<file path="src/rtl/mem_arb_pkg.sv">
// mem_arb_pkg: shared types and defaults for the main data memory port arbiter.
//   - arb_state_t : arbiter FSM states (IDLE / ISSUE / RESP)
//   - arb_owner_t : which requester currently holds the port
//   - ADDR_W_DEF / DATA_W_DEF : default byte-address and data widths
//   - addr_misaligned() : word-alignment test on a byte address
package mem_arb_pkg;

    localparam int unsigned ADDR_W_DEF = 12;
    localparam int unsigned DATA_W_DEF = 32;

    typedef enum logic [1:0] {
        IDLE  = 2'd0,
        ISSUE = 2'd1,
        RESP  = 2'd2
    } arb_state_t;

    typedef enum logic {
        OWN_IF  = 1'b0,
        OWN_MEM = 1'b1
    } arb_owner_t;

    // A word access is aligned only when the two byte-offset bits are zero.
    function automatic logic addr_misaligned(input logic [1:0] lsb);
        return (lsb != 2'b00);
    endfunction

endpackage

</file>
<file path="src/rtl/mem_port_arbiter.sv">
// mem_port_arbiter: shares the single port of the 4096-byte main data memory
// between instruction fetch (IF, read-only) and the memory stage (MEM,
// read/write). A three-state FSM (IDLE -> ISSUE -> RESP) drives registered RAM
// commands; MEM has priority, and the requester just acked in RESP cannot win
// the next arbitration, so contention alternates MEM, IF, MEM, ...
//
// Optional build macro: MEM_ARB_ALIGN_CHK_EN
//   defined   : word-misaligned addresses are not sent to the RAM (ram_en stays
//               0); the access still takes ISSUE/RESP and is acked with err=1
//               and rdata=0.
//   undefined : err is tied 0 and every address is forwarded unchanged.
//
// Ports:
//   clk, rst                       clock, async active-high reset
//   if_req/if_addr                 IF read request (held until if_ack)
//   if_ack/if_rdata/if_err         IF completion pulse, read data, misalign flag
//   if_stall                       if_req & ~if_ack
//   mem_req/mem_we/mem_addr/mem_wdata  MEM request (held until mem_ack)
//   mem_ack/mem_rdata/mem_err      MEM completion pulse, read data, misalign flag
//   mem_stall                      mem_req & ~mem_ack
//   ram_en/ram_we/ram_addr/ram_wdata   registered RAM command
//   ram_rdata                      RAM read data, valid the cycle after ram_en
//   busy                           FSM not in IDLE
module mem_port_arbiter
    import mem_arb_pkg::*;
#(
    parameter int unsigned ADDR_W = ADDR_W_DEF,
    parameter int unsigned DATA_W = DATA_W_DEF
) (
    input  logic              clk,
    input  logic              rst,

    input  logic              if_req,
    input  logic [ADDR_W-1:0] if_addr,
    output logic              if_ack,
    output logic [DATA_W-1:0] if_rdata,
    output logic              if_err,
    output logic              if_stall,

    input  logic              mem_req,
    input  logic              mem_we,
    input  logic [ADDR_W-1:0] mem_addr,
    input  logic [DATA_W-1:0] mem_wdata,
    output logic              mem_ack,
    output logic [DATA_W-1:0] mem_rdata,
    output logic              mem_err,
    output logic              mem_stall,

    output logic              ram_en,
    output logic              ram_we,
    output logic [ADDR_W-1:0] ram_addr,
    output logic [DATA_W-1:0] ram_wdata,
    input  logic [DATA_W-1:0] ram_rdata,

    output logic              busy
);

`ifdef MEM_ARB_ALIGN_CHK_EN
    localparam logic ALIGN_CHK = 1'b1;
`else
    localparam logic ALIGN_CHK = 1'b0;
`endif

    arb_state_t        r_state;
    arb_owner_t        r_owner;
    logic              r_ram_en;
    logic              r_ram_we;
    logic [ADDR_W-1:0] r_ram_addr;
    logic [DATA_W-1:0] r_ram_wdata;
    logic              r_misalign;

    arb_state_t        w_state_nxt;
    arb_owner_t        w_owner_nxt;
    logic              w_ram_en_nxt;
    logic              w_ram_we_nxt;
    logic [ADDR_W-1:0] w_ram_addr_nxt;
    logic [DATA_W-1:0] w_ram_wdata_nxt;
    logic              w_misalign_nxt;
    logic              w_load_mem;
    logic              w_load_if;
    logic              w_mem_mis;
    logic              w_if_mis;
    logic              w_resp;

    // Misalignment is only ever flagged when the check is built in.
    assign w_mem_mis = ALIGN_CHK & addr_misaligned(mem_addr[1:0]);
    assign w_if_mis  = ALIGN_CHK & addr_misaligned(if_addr[1:0]);

    // State and command registers; reset drops ram_en at once so an
    // in-flight write never reaches the RAM edge.
    always_ff @(posedge clk or posedge rst) begin
        if (rst) begin
            r_state     <= IDLE;
            r_owner     <= OWN_IF;
            r_ram_en    <= 1'b0;
            r_ram_we    <= 1'b0;
            r_ram_addr  <= '0;
            r_ram_wdata <= '0;
            r_misalign  <= 1'b0;
        end else begin
            r_state     <= w_state_nxt;
            r_owner     <= w_owner_nxt;
            r_ram_en    <= w_ram_en_nxt;
            r_ram_we    <= w_ram_we_nxt;
            r_ram_addr  <= w_ram_addr_nxt;
            r_ram_wdata <= w_ram_wdata_nxt;
            r_misalign  <= w_misalign_nxt;
        end
    end

    // Next-state arbitration and command load.
    always_comb begin
        w_state_nxt     = r_state;
        w_owner_nxt     = r_owner;
        w_ram_en_nxt    = 1'b0;
        w_ram_we_nxt    = 1'b0;
        w_ram_addr_nxt  = r_ram_addr;
        w_ram_wdata_nxt = r_ram_wdata;
        w_misalign_nxt  = r_misalign;
        w_load_mem      = 1'b0;
        w_load_if       = 1'b0;

        case (r_state)
            IDLE: begin
                if (mem_req) begin
                    w_load_mem = 1'b1;
                end else if (if_req) begin
                    w_load_if = 1'b1;
                end
            end
            ISSUE: begin
                w_state_nxt = RESP;
            end
            RESP: begin
                // The requester acked this cycle sits out; only the other may load.
                w_state_nxt = IDLE;
                if (r_owner == OWN_IF) begin
                    w_load_mem = mem_req;
                end else begin
                    w_load_if = if_req;
                end
            end
            default: begin
                w_state_nxt = IDLE;
            end
        endcase

        if (w_load_mem) begin
            w_state_nxt     = ISSUE;
            w_owner_nxt     = OWN_MEM;
            w_ram_en_nxt    = ~w_mem_mis;
            w_ram_we_nxt    = mem_we & ~w_mem_mis;
            w_ram_addr_nxt  = mem_addr;
            w_ram_wdata_nxt = mem_wdata;
            w_misalign_nxt  = w_mem_mis;
        end else if (w_load_if) begin
            w_state_nxt     = ISSUE;
            w_owner_nxt     = OWN_IF;
            w_ram_en_nxt    = ~w_if_mis;
            w_ram_we_nxt    = 1'b0;
            w_ram_addr_nxt  = if_addr;
            w_misalign_nxt  = w_if_mis;
        end
    end

    // Response decode: acks come straight from state and owner.
    assign w_resp    = (r_state == RESP);
    assign if_ack    = w_resp & (r_owner == OWN_IF);
    assign mem_ack   = w_resp & (r_owner == OWN_MEM);
    assign if_err    = if_ack & r_misalign;
    assign mem_err   = mem_ack & r_misalign;
    assign if_rdata  = r_misalign ? '0 : ram_rdata;
    assign mem_rdata = r_misalign ? '0 : ram_rdata;
    assign if_stall  = if_req & ~if_ack;
    assign mem_stall = mem_req & ~mem_ack;

    assign ram_en    = r_ram_en;
    assign ram_we    = r_ram_we;
    assign ram_addr  = r_ram_addr;
    assign ram_wdata = r_ram_wdata;
    assign busy      = (r_state != IDLE);

endmodule

</file>
<file path="config.mk">
export PLATFORM = sky130hd
export DESIGN_NAME = mem_port_arbiter
export DESIGN_NICKNAME = d
export VERILOG_FILES = /design/src/rtl/mem_arb_pkg.sv /design/src/rtl/mem_port_arbiter.sv
export SDC_FILE = /design/constraint.sdc
export NUM_CORES = 1
export LEC_CHECK = 0
export CORE_ASPECT_RATIO = 0.8
export CORE_MARGIN = 2
export CORE_UTILIZATION = 36
export DETAILED_ROUTE_END_ITERATION = 12
export GPL_ROUTABILITY_DRIVEN = 0
export PLACE_DENSITY = 0.87
export REMOVE_ABC_BUFFERS = 1
export SYNTH_ARGS = -nofsm -noshare
export SYNTH_HDL_FRONTEND = slang
export SYNTH_SLANG_ARGS = --single-unit
</file>
<file path="constraint.sdc">
create_clock -name clk -period 3.4 [get_ports clk]
set_input_delay 0.34 -clock clk [delete_from_list [all_inputs] [get_ports clk]]
set_output_delay 0.34 -clock clk [all_outputs]
set_load 0.01 [all_outputs]
</file>
After elaboration in Yosys (flattened, before gate mapping):

Cells that the tools add are included.

* register bits after elaboration: 50
* input port bits: 93
* output and inout port bits: 117

* bitwise operators: 9
* muxes and demuxes: 19
* eq/ne operators: 3
* reductions and logical operators: 3

Operators with widths (count)
* 32-bit two-way mux: 1
* 12-bit two-way mux: 2
* 1-bit two-way mux: 11
* 1-bit bitwise AND: 6
* 2-bit two-way mux: 2
* 1-bit case mux with 2 select lines: 2
* 2-bit case mux with 2 select lines: 1
* 2-bit nonzero test: 2
* 3-bit != test (second input constant): 1
* 1-bit NOT: 3
* 2-bit by 1-bit equality test with 1-bit output (second input constant): 1
* 2-bit equality test (second input constant): 1
* 2-bit zero test: 1

Longest topological paths before layout:

* depth in word-level cells: 5
* depth in mapped cells: 6

Least setup slack after synthesis:

Ideal clock, no wire load.

* kind: reg-to-reg
* from: reg r_state[1]
* to: reg r_ram_wdata[10] (netlist: ram_wdata[10])
* data arrival time: 1.327 ns
* required time: 3.275 ns
* buffers on the path: 2
* setup time: 0.125 ns
* slack: 1.947 ns
* cell stages (with the launch flop): 6
* path through: dfrtp_1 a21boi_2 and2_4 buf_12 buf_6 mux2_4

* longest elaborated chain between the ends: 2
* elaborated cells on any way between the ends: 3
* those cells by class: eq/ne: 1; mux: 1; reduce/logical: 1

Ends and longest elaborated chain
* from (decl): line mem_port_arbiter.sv:64 `arb_state_t r_state;`
* from (signal assigned): line mem_port_arbiter.sv:101 `r_state <= w_state_nxt;`
* 2-bit equality test / 2-bit zero test (equally long branches): line mem_port_arbiter.sv:123 `case (r_state)`
* 1-bit case mux with 2 select lines *: line mem_port_arbiter.sv:123
* to (signal assigned): line mem_port_arbiter.sv:106 `r_ram_wdata <= w_ram_wdata_nxt;`
* to (decl): line mem_port_arbiter.sv:69 `logic [DATA_W-1:0] r_ram_wdata;`

Every way passes the cells marked *; elsewhere a longest branch is shown, timed or not.
A chain may end at the register's enable or synchronous reset.

Worst setup path in the final report:

* from: in mem_req
* to: reg r_ram_wdata[28] (netlist: ram_wdata[28])

* longest elaborated chain between the ends: 2
* elaborated cells on any way between the ends: 3
* those cells by class: mux: 3

Ends and longest elaborated chain
* from (decl): line mem_port_arbiter.sv:40 `input logic mem_req,`
* 1-bit two-way mux, on equally long branches: line mem_port_arbiter.sv:137, mem_port_arbiter.sv:125
* 1-bit case mux with 2 select lines *: line mem_port_arbiter.sv:123

Marked as above.

==> impl_metrics.py <==
metrics = {
    "run_status": {
        "status": "finished clean",
    },
    "logic_synthesis": {
        "ys_ff_latch": 49,
        "netlist_area_sq_um": 2620,
        "synth_commonest_cells": "buf_4, dfrtp_1, mux2_4",
        "synth_edf_count": 0,
        "synth_area_leader_cell": "dfrtp_1",
        "yosysMostFrequentCell": "buf_4",
        "async_reset_ff_frac": 1.00,
        "syn_area_per_cell_sq_um": 12.6,
        "ys_warn_count": 0,
        "synthFlopType": "dfrtp_1",
        "yosysSeqAreaShare": 0.469,
        "yosysUniqueCellTypes": 22,
        "synthCells": 208,
        "yosys-top-cells-area": "dfrtp_1, buf_4, mux2_4",
        "synth_top_area_frac": 0.469,
    },
    "floorplan": {
        "dieHeight_um": 80.2,
        "io_pins": 210,
        "die-area_sq_um": 7970,
        "start_util": 0.376,
        "die_x_um": 99.3,
        "num_rows": 27,
        "core_area_sq_um": 6960,
    },
    "timing": {
        "timing.slew.headroom": 0.280,
        "max_freq_ghz": 0.489,
        "rsz0062_at_grt": "false",
        "setup_viol": 0,
        "fin_crit_ps": 2040,
        "tightest_slew_ps": 1080,
        "skew_ps": 3.53,
        "finalCritPeriodShare": 0.601,
        "setup_tns_ps": 0,
        "finalWorstSetupSlack_ps": 1360,
        "final-hold-violation-count": 0,
        "slew_violations": 0,
    },
    "hold_path": {
        "hold_depth": 2,
        "min_from": "ram_addr[3]",
        "min_to": "ram_addr[3]",
        "hp-class": "reg2reg",
    },
    "cts": {
        "cts_tree": "done",
        "cts_buffers": 5,
        "cts_resized": 0,
        "cts_setup_buffers": 0,
        "root_buffer": "clkbuf_8",
        "clk_latency_ps": 290,
        "cts_hold_buf": 0,
        "clk_pin_slew_worst_paths_ps": 90,
        "clockBufferDepth": 2,
        "htreeDepth": 2,
        "clock-sinks": 49,
    },
    "cells_and_area": {
        "multi_input_area_sq_um": 790,
        "diodes": 0,
        "final_nets": 347,
        "regArea_sq_um": 1230,
        "fill_cells": 628,
        "syn_to_final_growth_pct": 28.8,
        "drive_gt1_frac": 0.173,
    },
    "routing": {
        "routed_via_density": 4.80,
        "first_pass_iters": 4,
        "dr_total_vias": 1643,
        "drt_iter0_markers": 56,
        "drt_wl_total_um": 7340,
        "drcViolationCount": 0,
        "ant_nets": 0,
        "routedWlPerCell_um": 21.5,
    },
    "critical_path": {
        "crit_path_top_delay_cell": "and2_4",
        "start_kind": "primary input",
        "critPathBufInv": 1,
        "path_delay_family": "simple AND/OR/NAND/NOR gates",
        "cp.arrival_ps": 2230,
        "worstPathCellList": "clkdlybuf4s50_1 > a21boi_2 > and2_4 > mux2_2",
        "crit_path_end_kind": "flop",
        "path_max_fanout": 45,
        "r2r-end": "ram_wdata[28]",
        "r2r-start": "r_state[1]",
        "required_ps": 3580,
        "r2r_cells": 3,
        "critPathMaxStageDelay_ps": 690,
        "path_class": "in2reg",
        "rrSetupSlack_ps": 1490,
    },
    "placement": {
        "post-place-ws_ps": 1050,
        "portBuffers": 111,
        "dp_hpwl_um": 5690,
    },
    "global_routing": {
        "antenna_found_initial": 0,
        "grt_pass1_wl_um": 10600,
        "grt_max_degree": 50,
        "grt_pass1_vias": 1705,
        "grt_overflow": 0,
        "grt_use_total": 0.182,
    },
    "job": {
        "max_cap_violations": 0,
    },
    "pwr": {
        "vdd_ir_drop_max_v": 0.000324,
        "power.leakage_nw": 1.45,
        "pwr_density_cell_nw_per_um2": 884,
    },
}
==> metal layers <==
layer  track usage  wire length, um  share of wire  vias to the layer above
met4        0.0274               29         0.0040                        2
met3         0.181             1560           0.21                        4
met1         0.220             2970           0.40                      767
met5         0.140               81          0.011                        -
li1              -                -              -                      707
met2         0.216             2700           0.37                      163
==> placed cells by master (no fill, tap or decap) <==
| cell type | Yosys | final |
|---|---|---|
| clkdlybuf4s50_1 | 0 | 111 |
| dfrtp_1 | 49 | 49 |
| mux2_4 | 27 | 27 |
| nand2_1 | 13 | 13 |
| mux2i_1 | 12 | 12 |
| o21ai_1 | 12 | 12 |
| clkbuf_8 | 0 | 6 |
| mux2_2 | 5 | 5 |
| inv_1 | 4 | 3 |
| nor2b_1 | 2 | 2 |
| and3_1 | 2 | 2 |
| conb_1 | 1 | 2 |
| a21boi_2 | 1 | 1 |
| nand2b_1 | 1 | 1 |
| o221ai_2 | 1 | 1 |
| and2_4 | 1 | 1 |
| a21o_1 | 1 | 1 |
| or2_2 | 1 | 1 |
| nor3b_1 | 1 | 1 |
| inv_2 | 0 | 1 |
| nor2_1 | 1 | 1 |
| bufinv_16 | 0 | 1 |
| clkbuf_1 | 0 | 1 |
==> metrics by stage <==
| step | area [sq um] | power (mW) | instances | hold slack (ps) | utilization |
|---|---|---|---|---|---|
| after floorplan | 2030 | 1.78 | 136 | 477 | - |
| after global routing | 3370 | 3.17 | 342 | 527 | 0.484 |
| after CTS | 3370 | 3.02 | 342 | 504 | 0.484 |
| after detailed placement | 3250 | 2.58 | 334 | 481 | 0.467 |
| after global placement | 3250 | 2.54 | 334 | 466 | 0.467 |
| final | 3370 | 2.98 | 342 | 495 | 0.484 |
==> registers in the layout, indices dropped and copies added, names as in the netlist <==
name,cells
ram_wdata,32
ram_addr,12
r_state,2
r_owner,1
ram_en,1
ram_we,1
==> cell type report <==
cell class                      instances  share of cell area
Clock buffer                            7              0.0256
Clock inverter                          1             0.00892
Inverter                                4             0.00446
Multi-Input combinational cell         83               0.234
Sequential cell                        49               0.364
Tap cell                               87              0.0323
Timing Repair Buffer                  111               0.330
==> kinds of logic (layout without fill, tap and decap cells) <==
family	Yosys count	in the layout	synth area share
compound gates	15	15	0.0359
buf+inv	77	123	0.231
flops	49	49	0.469
mux	44	44	0.222
other cells	1	2	0.00143
simple gates	22	22	0.0407
==> how the worst max path moves through the flow <==
stage | start | to | slack [ps] | depth (start not counted)
2_1_floorplan | r_state[1] | ram_wdata[26] | 1720 | 3
3_3_place_gp | mem_req | ram_wdata[30] | 1130 | 4
3_5_place_dp | mem_req | ram_wdata[28] | 1050 | 4
4_1_cts | mem_req | ram_wdata[28] | 1380 | 4
5_1_grt | mem_req | ram_addr[4] | 1230 | 5
6_report | mem_req | ram_wdata[28] | 1360 | 4
==> worst register-to-register path: cells and delay by family (launching register included) <==
kind	cells	cell delay (ps)
and+or+nand+nor	1	690
muxes	1	460
DFF	1	440
AOI/OAI and AO/OA	1	220
==> power by group <==
part	internal, mW	total, mW	leakage (nW)	switching (mW)
clock network	0.240	0.424	0.0585	0.184
logic	0.949	1.50	0.812	0.556
registers	0.876	1.05	0.582	0.170
No activity file was read; power rests on OpenSTA's default activity.
